==> src/rtl/ftdi_byte_fifo_if.sv <==
// ftdi_byte_fifo_if
//   Bundles the handshake, data and status signals of one ftdi_byte_fifo.
//   The master modport belongs to the logic that pushes and pops bytes
//   (the FT2232H bridge side or the DMM side). The slave modport belongs
//   to the FIFO itself.
//
//   Handshake semantics:
//     A write is taken on a rising edge when iWrEn=1 and oFull=0.
//     A read is taken on a rising edge when iRdEn=1 and oEmpty=0.
//     Requests made while full or empty are dropped and have no side effect,
//     apart from the optional sticky error flags.
//     oRdData changes only on the edge that takes a read, and then holds.
//
//   Signals:
//     iWrEn, iWrData        write request and data
//     iRdEn                 read request
//     iClrErr               clears the sticky error flags
//     oFull, oEmpty         occupancy limits
//     oCount                occupancy, 0..2**ADDR_W
//     oAlmostFull/Empty     threshold flags
//     oRdData               read data, one-cycle latency
//     oOverflow/oUnderflow  sticky error flags
interface ftdi_byte_fifo_if #(
  parameter int DATA_W = 8,
  parameter int ADDR_W = 4
);
  logic              iWrEn;
  logic [DATA_W-1:0] iWrData;
  logic              oFull;
  logic              iRdEn;
  logic [DATA_W-1:0] oRdData;
  logic              oEmpty;
  logic [ADDR_W:0]   oCount;
  logic              oAlmostFull;
  logic              oAlmostEmpty;
  logic              iClrErr;
  logic              oOverflow;
  logic              oUnderflow;

  modport master (
    output iWrEn, iWrData, iRdEn, iClrErr,
    input  oFull, oRdData, oEmpty, oCount, oAlmostFull, oAlmostEmpty,
           oOverflow, oUnderflow
  );

  modport slave (
    input  iWrEn, iWrData, iRdEn, iClrErr,
    output oFull, oRdData, oEmpty, oCount, oAlmostFull, oAlmostEmpty,
           oOverflow, oUnderflow
  );
endinterface

==> src/rtl/ftdi_byte_fifo.sv <==
// ftdi_byte_fifo
//   Single-clock byte FIFO that sits between the FT2232H async bridge and the
//   DMM logic. Read data has one-cycle latency: the byte is registered on the
//   edge that takes the read, so it is available in the next cycle.
//
//   Ports:
//     iClk  sole clock, rising edge
//     iRst  synchronous active-high reset. It has priority over every request.
//     bus   ftdi_byte_fifo_if.slave. See the interface file for the handshake.
//
//   Optional feature:
//     BYTE_FIFO_ERR_FLAGS_EN  When defined, this build has the sticky
//                             oOverflow and oUnderflow flags, which iClrErr
//                             clears. When undefined, both flags are tied to
//                             0 and iClrErr is ignored.
module ftdi_byte_fifo #(
  parameter int DATA_W       = 8,
  parameter int ADDR_W       = 4,
  parameter int AFULL_LEVEL  = 12,
  parameter int AEMPTY_LEVEL = 2
) (
  input logic                iClk,
  input logic                iRst,
  ftdi_byte_fifo_if.slave    bus
);

  localparam int DEPTH = 1 << ADDR_W;
  localparam logic [ADDR_W:0] AFULL  = (ADDR_W+1)'(AFULL_LEVEL);
  localparam logic [ADDR_W:0] AEMPTY = (ADDR_W+1)'(AEMPTY_LEVEL);

  logic [DATA_W-1:0] mem [DEPTH];

  // The pointers carry one extra wrap bit. This bit tells full apart from
  // empty when the low address bits of the two pointers are equal.
  logic [ADDR_W:0] wp, rp;
  logic [ADDR_W:0] wpNext, rpNext, cntNext;
  logic            wrAcc, rdAcc, fullNext, emptyNext;

  // Acceptance uses the registered flags, so the flags describe the state at
  // the start of the cycle. The status outputs are computed from the next
  // pointers, so they already show the state after the edge.
  always_comb begin
    wrAcc     = bus.iWrEn & ~bus.oFull;
    rdAcc     = bus.iRdEn & ~bus.oEmpty;
    wpNext    = wrAcc ? wp + 1'b1 : wp;
    rpNext    = rdAcc ? rp + 1'b1 : rp;
    cntNext   = wpNext - rpNext;
    emptyNext = (wpNext == rpNext);
    fullNext  = (wpNext[ADDR_W-1:0] == rpNext[ADDR_W-1:0]) &&
                (wpNext[ADDR_W] != rpNext[ADDR_W]);
  end

  // The memory has no reset. A write request in a reset cycle is blocked, so
  // reset keeps its priority.
  always_ff @(posedge iClk) begin
    if (!iRst && wrAcc) mem[wp[ADDR_W-1:0]] <= bus.iWrData;
  end

  always_ff @(posedge iClk) begin
    if (iRst) begin
      wp               <= '0;
      rp               <= '0;
      bus.oRdData      <= '0;
      bus.oEmpty       <= 1'b1;
      bus.oFull        <= 1'b0;
      bus.oCount       <= '0;
      bus.oAlmostFull  <= 1'b0;
      bus.oAlmostEmpty <= 1'b1;
    end else begin
      wp               <= wpNext;
      rp               <= rpNext;
      if (rdAcc) bus.oRdData <= mem[rp[ADDR_W-1:0]];
      bus.oEmpty       <= emptyNext;
      bus.oFull        <= fullNext;
      bus.oCount       <= cntNext;
      bus.oAlmostFull  <= (cntNext >= AFULL);
      bus.oAlmostEmpty <= (cntNext <= AEMPTY);
    end
  end

`ifdef BYTE_FIFO_ERR_FLAGS_EN
  // When a set and a clear happen in the same cycle, the set wins.
  always_ff @(posedge iClk) begin
    if (iRst) begin
      bus.oOverflow  <= 1'b0;
      bus.oUnderflow <= 1'b0;
    end else begin
      bus.oOverflow  <= (bus.iWrEn & bus.oFull) |
                        (bus.oOverflow & ~bus.iClrErr);
      bus.oUnderflow <= (bus.iRdEn & bus.oEmpty) |
                        (bus.oUnderflow & ~bus.iClrErr);
    end
  end
`else
  logic unusedClrErr;
  assign unusedClrErr   = bus.iClrErr;
  assign bus.oOverflow  = 1'b0;
  assign bus.oUnderflow = 1'b0;
`endif

endmodule

==> src/flat_wrapper.sv <==
// flat-port wrapper written by rule: the top's interface ports become plain ports
module ftdi_byte_fifo_flat 
#(
  parameter int DATA_W       = 8,
  parameter int ADDR_W       = 4,
  parameter int AFULL_LEVEL  = 12,
  parameter int AEMPTY_LEVEL = 2
)
  (iClk, iRst, bus_iWrEn, bus_iWrData, bus_iRdEn, bus_iClrErr, bus_oFull, bus_oRdData, bus_oEmpty, bus_oCount, bus_oAlmostFull, bus_oAlmostEmpty, bus_oOverflow, bus_oUnderflow);
  ftdi_byte_fifo_if #(.DATA_W(DATA_W), .ADDR_W(ADDR_W)) bus_i ();
  input logic iClk;
  input logic iRst;
  input wire logic [$bits(bus_i.iWrEn)-1:0] bus_iWrEn;
  input wire logic [$bits(bus_i.iWrData)-1:0] bus_iWrData;
  input wire logic [$bits(bus_i.iRdEn)-1:0] bus_iRdEn;
  input wire logic [$bits(bus_i.iClrErr)-1:0] bus_iClrErr;
  output wire logic [$bits(bus_i.oFull)-1:0] bus_oFull;
  output wire logic [$bits(bus_i.oRdData)-1:0] bus_oRdData;
  output wire logic [$bits(bus_i.oEmpty)-1:0] bus_oEmpty;
  output wire logic [$bits(bus_i.oCount)-1:0] bus_oCount;
  output wire logic [$bits(bus_i.oAlmostFull)-1:0] bus_oAlmostFull;
  output wire logic [$bits(bus_i.oAlmostEmpty)-1:0] bus_oAlmostEmpty;
  output wire logic [$bits(bus_i.oOverflow)-1:0] bus_oOverflow;
  output wire logic [$bits(bus_i.oUnderflow)-1:0] bus_oUnderflow;
  assign bus_i.iWrEn = bus_iWrEn;
  assign bus_i.iWrData = bus_iWrData;
  assign bus_i.iRdEn = bus_iRdEn;
  assign bus_i.iClrErr = bus_iClrErr;
  assign bus_oFull = bus_i.oFull;
  assign bus_oRdData = bus_i.oRdData;
  assign bus_oEmpty = bus_i.oEmpty;
  assign bus_oCount = bus_i.oCount;
  assign bus_oAlmostFull = bus_i.oAlmostFull;
  assign bus_oAlmostEmpty = bus_i.oAlmostEmpty;
  assign bus_oOverflow = bus_i.oOverflow;
  assign bus_oUnderflow = bus_i.oUnderflow;
  ftdi_byte_fifo #(.DATA_W(DATA_W), .ADDR_W(ADDR_W), .AFULL_LEVEL(AFULL_LEVEL), .AEMPTY_LEVEL(AEMPTY_LEVEL)) u_core (.iClk(iClk), .iRst(iRst), .bus(bus_i));
endmodule
==> config.mk <==
export PLATFORM = sky130hd
export DESIGN_NAME = ftdi_byte_fifo_flat
export DESIGN_NICKNAME = d
export VERILOG_FILES = /design/src/rtl/ftdi_byte_fifo_if.sv /design/src/rtl/ftdi_byte_fifo.sv /design/src/flat_wrapper.sv
export SDC_FILE = /design/constraint.sdc
export NUM_CORES = 1
export LEC_CHECK = 0
export CAP_MARGIN = 20
export CORE_ASPECT_RATIO = 1.4
export CORE_UTILIZATION = 54
export DETAILED_ROUTE_END_ITERATION = 6
export PLACE_DENSITY = 0.74
export SLEW_MARGIN = 20
export SYNTH_ARGS = -nofsm -noshare
export SYNTH_HDL_FRONTEND = slang
export SYNTH_SLANG_ARGS = --single-unit
==> constraint.sdc <==
create_clock -name iClk -period 2.9 [get_ports iClk]
set_input_delay 0.435 -clock iClk [delete_from_list [all_inputs] [get_ports iClk]]
set_output_delay 0.435 -clock iClk [all_outputs]
set_load 0.01 [all_outputs]
### After elaboration in Yosys (flattened, before gate mapping)

Memories as Yosys holds them, arrays and structs flattened. A register that Yosys moved wholly into a read port is not among the register bits.
Index checks and enable logic that the tools add are counted.

| storage, ports and cells | value |
|---|---|
| register bits | 19 |
| RAM bits | 128 |
| input port bits | 13 |
| word-level logic and storage cells | 27 |
| memories kept | 1 |

| operators by class | value |
|---|---|
| $add $sub $neg | 3 |
| magnitude comparators | 2 |
| equality and inequality tests | 3 |
| muxes and demuxes | 4 |
| bitwise logic cells | 4 |
| reduce and logical (&&, ||, !) cells | 3 |

Memories:

| name | depth | width | read ports | clocked after memory_dff | wr ports | RTL line | source |
|---|---|---|---|---|---|---|---|
| u_core.mem | 16 | 8 | 1 | 1 | 1 | ftdi_byte_fifo.sv:31 | `logic [DATA_W-1:0] mem [DEPTH];` |

Operators with widths:

| operator | count |
|---|---|
| adder 5 x 1 -> 5 bit, second input constant | 2 |
| two-way mux 5 bit | 2 |
| equality test 5 bit | 1 |
| >= comparator 5 x 4 -> 1 bit, second input constant | 1 |
| <= comparator 5 x 2 -> 1 bit, second input constant | 1 |
| subtractor 5 bit | 1 |
| equality test 4 bit | 1 |
| AND 1 bit | 2 |
| logical AND 1 bit | 2 |
| two-way mux 1 bit | 2 |
| NOT 1 bit | 2 |
| logical NOT 1 bit | 1 |
| inequality test 1 bit | 1 |

### Logic depth before layout (Yosys ltp)

Gate-level depths: netlist of run 1.

| depth | value |
|---|---|
| depth after elaboration | 5 |
| gate-level depth with buffers | 10 |
| mapped depth without buffers | 10 |

### Least setup slack after synthesis of run 1

Ideal clock, no wire load.

| timing | value |
|---|---|
| kind | flip-flop to flip-flop |
| start point | register u_core.wp[0] |
| end point | register u_core.bus.oAlmostEmpty |
| arrival time | 2.354 ns |
| data required time | 2.841 ns |
| path slack | 0.487 ns |
| cell stages (with the launch flop) | 11 |
| clock period less this slack | 2.413 ns |
| path through | dfxtp_1 inv_1 ha_1 mux2i_1 inv_1 ha_1 a21oi_1 maj3_1 xnor2_1 a2bb2oi_1 o211a_1 |

| on the way | value |
|---|---|
| longest elaborated chain between the ends | 4 |

Ends and longest elaborated chain:

| element | RTL line | source |
|---|---|---|
| start, declared | ftdi_byte_fifo.sv:35 | `logic [ADDR_W:0] wp, rp;` |
| start signal, assigned | ftdi_byte_fifo.sv:70 | `wp <= wpNext;` |
| adder 5 x 1 -> 5 bit | ftdi_byte_fifo.sv:45 | `wpNext = wrAcc ? wp + 1'b1 : wp;` |
| two-way mux 5 bit (*) | ftdi_byte_fifo.sv:45 |  |
| subtractor 5 bit (*) | ftdi_byte_fifo.sv:47 | `cntNext = wpNext - rpNext;` |
| <= comparator 5 x 2 -> 1 bit (*) | ftdi_byte_fifo.sv:77 | `bus.oAlmostEmpty <= (cntNext <= AEMPTY);` |
| end signal, assigned | ftdi_byte_fifo.sv:77 |  |
| end, declared | ftdi_byte_fifo_if.sv:48 | `output oFull, oRdData, oEmpty, oCount, oAlmostFull, oAlmostEmpty,` |

Every way passes the cells marked *; elsewhere a longest branch is shown, timed or not.
A chain may end at the register's enable or synchronous reset.

### Worst setup path after layout of run 1

Same ends and word-level chain as after synthesis.

==> metrics, run 1 <==
Clk pin slew, worst setup/hold paths 0.06 ns; most common cell after layout, fill and taps aside edfxtp_1; Total Routing Usage GR 22.8%; largest net degree at the start of global routing 35; leakage 2.44 nW; period utilisation layout 84.8%; number of buffers created by CTS 17; hold_buf cts 0; DR pass1 iterations 4; Layout area overhead 18.8%; row cnt 45; flops & latches, synth 155; sequential-to-total area share from yosys stat 70.9%; synth unique cells 36; critical-path maximum fanout 5; HP Start u_core.bus.oRdData[6]; Setup CP Type reg2reg; # IOs 32; Setup crit start u_core.wp[0]; pre-CTS setup slack 0.132 ns; Mean Syn Cell Area 18.6 um^2; CP required 3.26 ns; final net count 411; Clock Skew 0.00775 ns; Critical Path Source Type register; DRT antenna net count 0; Tightest Pin Transition 0.542 ns; TritonCTS clock tree yes; Die W 92.4 um; setup TNS 0 ns; EDFF count, synth 128; post-CTS setup buffers 0; proportion of layout cells with a drive suffix above 1 26.7%; Switch Pwr 1.14 mW; DRC Markers 0; CP arrival 2.82 ns; clk sinks 155; CTS H-Tree Depth 4; Pwr Density 718 mW/mm^2; origin of the critical flop-to-flop path u_core.wp[0]; Die Y 129 um; routability cong. 0.783; Port Buffers 28; final worst path period need 2.46 ns; unrepaired setup endpoints after global routing false; FILL cells 767; total internal power 4.13 mW; Min-Delay Path Class reg2reg; 1st-iter DRT viols 278; Flop pwr share 47.4%; maximum clock path buffer count 2; worst-skew pair later-pin latency 0.41 ns; drt total wl 12.0 mm; Design Power 5.28 mW; Peak VDD IR 0.000409 V; Sw Share 21.7%; Post-synth top flop edfxtp_1; initial antenna violation count 0; most frequent cells in the layout edfxtp_1, mux4_2, buf_4; total gr overflow 0; first-pass GRT wire length 18.7 mm; routed via count 3163; Final Hold Viols 0; CORE AREA 0.0110 mm^2; status complete, no violations; root buffer cell clkbuf_16; Initial Utilization 56.3%; detailed-placement wirelength estimate 8.04 mm; ant diodes 0; Setup WS post-layout 0.441 ns; ys async rst share 0%; Yosys warning total 0; Critical Path End Type register; average wire per standard cell 22.0 um; Max-Cap Viols 0; vias in the first global route 3333; Mapped Cells 332; Post-Syn Area 0.00618 mm^2; die area 0.0119 mm^2; Comb pwr share 11.7%; Clock power frac 40.9%; f_max 0.407 GHz; Post-CTS Resized 0; count of final max-slew check failures 0; vias per cell 5.80; Finish-stage setup viols 0; Slew HR 63.8%
-- state kept, by name, indices dropped and copies added, names as in the netlist --
signal                   count
u_core.bus.oAlmostEmpty      1
u_core.bus.oAlmostFull       1
u_core.bus.oCount            5
u_core.bus.oEmpty            1
u_core.bus.oFull             1
u_core.bus.oRdData           8
u_core.mem                 128
u_core.rp                    5
u_core.wp                    5
-- cell type report --
| class | instances | area (um^2) | share of cell area [%] |
|---|---|---|---|
| Clock buffer | 18 | 429 | 5.84 |
| Clock inverter | 14 | 151 | 2.06 |
| Inverter | 7 | 26.3 | 0.358 |
| Multi-Input combinational cell | 152 | 1660 | 22.6 |
| Sequential cell | 155 | 4390 | 59.7 |
| Tap cell | 141 | 176 | 2.40 |
| Timing Repair Buffer | 58 | 518 | 7.05 |
-- logic make-up after synthesis --
group | after synthesis | synth area share (%)
other cells | 1 | 0.0606
fa+ha+maj | 9 | 1.74
mux | 42 | 15.1
simple gates | 68 | 5.34
flops | 155 | 70.9
compound gates | 15 | 1.64
buf+inv | 26 | 2.29
xor+xnor | 16 | 2.93
-- through the flow --
| step | utilization [%] | hold slack (ns) | instance area [um^2] | cells |
|---|---|---|---|---|
| 2_1_floorplan | - | 0.481 | 6190 | 333 |
| 3_3_place_gp | 61.6 | 0.447 | 6770 | 513 |
| 3_5_place_dp | 61.6 | 0.448 | 6770 | 513 |
| 4_1_cts | 66.9 | 0.456 | 7350 | 545 |
| 5_1_grt | 66.9 | 0.468 | 7350 | 545 |
| 6_report | 66.9 | 0.453 | 7350 | 545 |
-- worst max-delay path, stage by stage, from the launching register on --
cell and delay, ns:
dfxtp_1 0.42, inv_1 0.10, ha_1 0.31, mux2i_1 0.18, inv_1 0.07, ha_1 0.33
a21oi_1 0.09, maj3_1 0.36, xnor2_1 0.19, a2bb2oi_1 0.18, o211a_1 0.17
-- power by group through the flow --
| stage | clock network (mW) | registers, mW | logic, mW |
|---|---|---|---|
| after floorplan | 0 | 2.56 | 0.375 |
| after CTS | 2.20 | 2.50 | 0.626 |
| after global routing | 2.30 | 2.51 | 0.669 |
| after detailed placement | 0 | 2.55 | 0.621 |
| after global placement | 0 | 2.54 | 0.604 |
| final | 2.16 | 2.50 | 0.615 |
-- cell usage after synthesis (all sizes together) (2+ instances only) --
cell    number  share of area (%)
maj3         2               0.32
xnor2        9                1.8
nand4        3               0.55
edfxtp     128                 62
nor3         4               0.32
a21oi       10               0.87
nand2b       5               0.51
buf         13                1.5
mux4        40                 15
nand2       22                1.3
dfxtp       27                8.7
clkbuf       6               0.36
nand3b       2               0.24
inv          7               0.43
mux2i        2               0.53
nor2b        5               0.67
ha           7                1.4
nor2        26                1.6
xor2         7                1.1
-- routing by layer --
layer  part of all wire [%]  wire, um  track usage [%]  up-vias
li1                       -         -                -     1400
met1                     37      4430             26.8     1610
met2                     54      6420             37.9      122
met3                    5.6       674             5.97       31
met4                    3.9       472             13.1        0
met5                      0         0                0        -
-- worst paths after layout --
| kind | slack (ns) | cells past startpoint | to |
|---|---|---|---|
| setup reg to reg | 0.44 | 10 | u_core.bus.oAlmostEmpty |
| hold reg to reg | 0.45 | 2 | u_core.bus.oRdData[6] |
| hold / removal | 0.45 | 2 | u_core.bus.oRdData[6] |
| setup / recovery | 0.44 | 10 | u_core.bus.oAlmostEmpty |
Note: power is estimated with default switching activity, not from simulation.
==> run 2, diff against run 1 <==
==> constraint.sdc (replaced) <==
create_clock -name iClk -period 2.45 [get_ports iClk]
set_input_delay 0.3675 -clock iClk [delete_from_list [all_inputs] [get_ports iClk]]
set_output_delay 0.3675 -clock iClk [all_outputs]
set_load 0.01 [all_outputs]
==> metrics, run 2 (same netlist as run 1, synthesis figures left out) <==
drt total wl 11.6 mm (was 12.0 mm); Post-CTS Resized 0 (unchanged); crit-path max cell delay 0.48 ns (was 0.42 ns); largest net degree at the start of global routing 35 (unchanged); Initial Utilization 56.3% (unchanged); hold_buf cts 0 (unchanged); pre-CTS setup slack -0.242 ns (was 0.132 ns); placed cell area 0.00689 mm^2 (was 0.00677 mm^2); CP required 2.81 ns (was 3.26 ns); routability cong. 0.773 (was 0.783); final net count 426 (was 411); CTS H-Tree Depth 4 (unchanged); Hold Crit Depth 2 (unchanged); final worst path period need 2.29 ns; unrepaired setup endpoints after global routing false (unchanged); reg2reg end u_core.bus.oAlmostEmpty (unchanged); DRT antenna net count 0 (unchanged); die area 0.0119 mm^2 (unchanged); ant diodes 0 (unchanged); average wire per standard cell 20.8 um (was 22.0 um); root buffer cell clkbuf_16 (unchanged); CP Cell Sequence clkdlybuf4s50_1 > nor2b_2 > mux2i_2 > inv_1 > ha_1 > a21oi_1 > maj3_1 > xnor2_2 > a2bb2oi_1 > o211a_1 (was inv_1 > ha_1 > mux2i_1 > inv_1 > ha_1 > a21oi_1 > maj3_1 > xnor2_1 > a2bb2oi_1 > o211a_1); cell area after layout 0.00741 mm^2 (was 0.00735 mm^2); count of final max-slew check failures 0 (unchanged); Hold Path End u_core.bus.oRdData[5] (was u_core.bus.oRdData[6]); Clock Skew 0.00771 ns (was 0.00775 ns); worst r2r path cells 10 (unchanged); maximum clock path buffer count 2 (unchanged); Max-Cap Viols 0 (unchanged); Die Y 129 um (unchanged); Finish-stage setup viols 0 (unchanged); total gr overflow 0 (unchanged); FILL cells 731 (was 767); critical-path maximum fanout 2 (was 5); period utilisation layout 93.3%; clk sinks 155 (unchanged); initial antenna violation count 0 (unchanged); CORE AREA 0.0110 mm^2 (unchanged); routed via count 3157 (was 3163); Setup CP Type in2reg (was reg2reg); setup TNS 0 ns (unchanged); most common cell after layout, fill and taps aside edfxtp_1 (unchanged); DRC Markers 0 (unchanged); row cnt 45 (unchanged); detailed-placement wirelength estimate 7.89 mm (was 8.04 mm); cell with the largest stage delay on the worst path clkdlybuf4s50_1 (was dfxtp_1); max reg flops 128 (unchanged); Clk pin slew, worst setup/hold paths 0.06 ns (about the same); first-pass GRT wire length 18.1 mm (was 18.7 mm); Total Routing Usage GR 21.8% (was 22.8%); leakage 2.50 nW (was 2.44 nW); Crit path max-delay family adder cells (unchanged); CP Buf/Inv Count 2 (unchanged); Critical Path Source Type input port (was register); post-CTS setup buffers 0 (unchanged); Pwr Density 813 mW/mm^2 (was 718 mW/mm^2); Port Buffers 28 (unchanged); Layout area overhead 19.9% (was 18.8%); Slew HR 64.3% (was 63.8%); vias per cell 5.64 (was 5.80); R2R Setup Slk 0.17 ns (was 0.44 ns); TritonCTS clock tree yes (unchanged); f_max 0.437 GHz; most frequent cells in the layout edfxtp_1, buf_4, mux4_2 (was edfxtp_1, mux4_2, buf_4); vias in the first global route 3344 (was 3333); 1st-iter DRT viols 221 (was 278); Final Hold Viols 0 (unchanged); DR pass1 iterations 4 (unchanged); origin of the critical flop-to-flop path u_core.wp[0] (unchanged); number of buffers created by CTS 17 (unchanged); HP Start u_core.bus.oRdData[5] (was u_core.bus.oRdData[6]); status complete, no violations (unchanged); Final Core Density 67.5% (was 66.9%); CP arrival 2.65 ns (was 2.82 ns); Min-Delay Path Class reg2reg (unchanged); Peak VDD IR 0.000596 V (was 0.000409 V); Setup WS post-layout 0.163 ns (was 0.441 ns); Tightest Pin Transition 0.533 ns (was 0.542 ns); proportion of layout cells with a drive suffix above 1 29.4% (was 26.7%); # IOs 32 (unchanged); Die W 92.4 um (unchanged); Critical Path End Type register (unchanged); worst-skew pair later-pin latency 0.42 ns (was 0.41 ns)
[run 2: cell count changes in the layout (fill, tap and decap cells not counted), moves of 3 or more]
cell / previous run / this run
clkbuf_4: 0 / 3
clkbuf_1: 1 / 7
bufinv_16: 3 / 0
clkinv_1: 4 / 0
clkinvlp_4: 3 / 0
buf_4: 29 / 43
[run 2: metal layers]
| metal | global-route usage [%] | part of all wire (%) |
|---|---|---|
| met1 | 25.0 | 38 |
| met2 | 37.7 | 55 |
| met3 | 5.56 | 3.9 |
| met4 | 11.2 | 3.3 |
| met5 | 0 | 0 |
[run 2: worst max path at each step]
stage,startpoint,end,slack (ns),cells past startpoint
after floorplan,u_core.wp[0],u_core.bus.oAlmostEmpty,0.04,10
after global placement,bus_iWrEn,u_core.bus.oAlmostEmpty,-0.17,10
after detailed placement,bus_iWrEn,u_core.bus.oAlmostEmpty,-0.24,10
after CTS,u_core.wp[0],u_core.bus.oAlmostEmpty,0.15,10
after global routing,u_core.wp[0],u_core.bus.oAlmostEmpty,0.03,10
final,bus_iWrEn,u_core.bus.oAlmostEmpty,0.16,10
[run 2: worst min-delay path, stage by stage (launching register included)]
cell,delay (ns)
dfxtp_1,0.31
nand2_1,0.05
a21oi_1,0.05
[run 2: through the flow]
step | std cells | hold WS [ns] | total power [mW]
after global routing | 560 | 0.479 | 6.26
after global placement | 528 | 0.448 | 3.77
after detailed placement | 528 | 0.453 | 3.79
final | 560 | 0.461 | 6.02
after CTS | 560 | 0.461 | 6.06
after floorplan | 333 | 0.466 | 3.48
[run 2: layout make-up]
type / instances / area, um^2 / area share, %
clock buffer: 28 / 488 / 6.58
multi-input combinational: 152 / 1670 / 22.6
clock inverter: 4 / 21.3 / 0.287
tap: 141 / 176 / 2.38
inverter: 7 / 26.3 / 0.354
timing repair buffer: 73 / 643 / 8.68
sequential: 155 / 4390 / 59.2
[run 2: power by group]
part           switching (mW)  leakage, nW  internal, mW
Clock                   0.939        0.255          1.35
Sequential             0.0361         1.37          2.93
Combinational           0.351        0.871         0.424
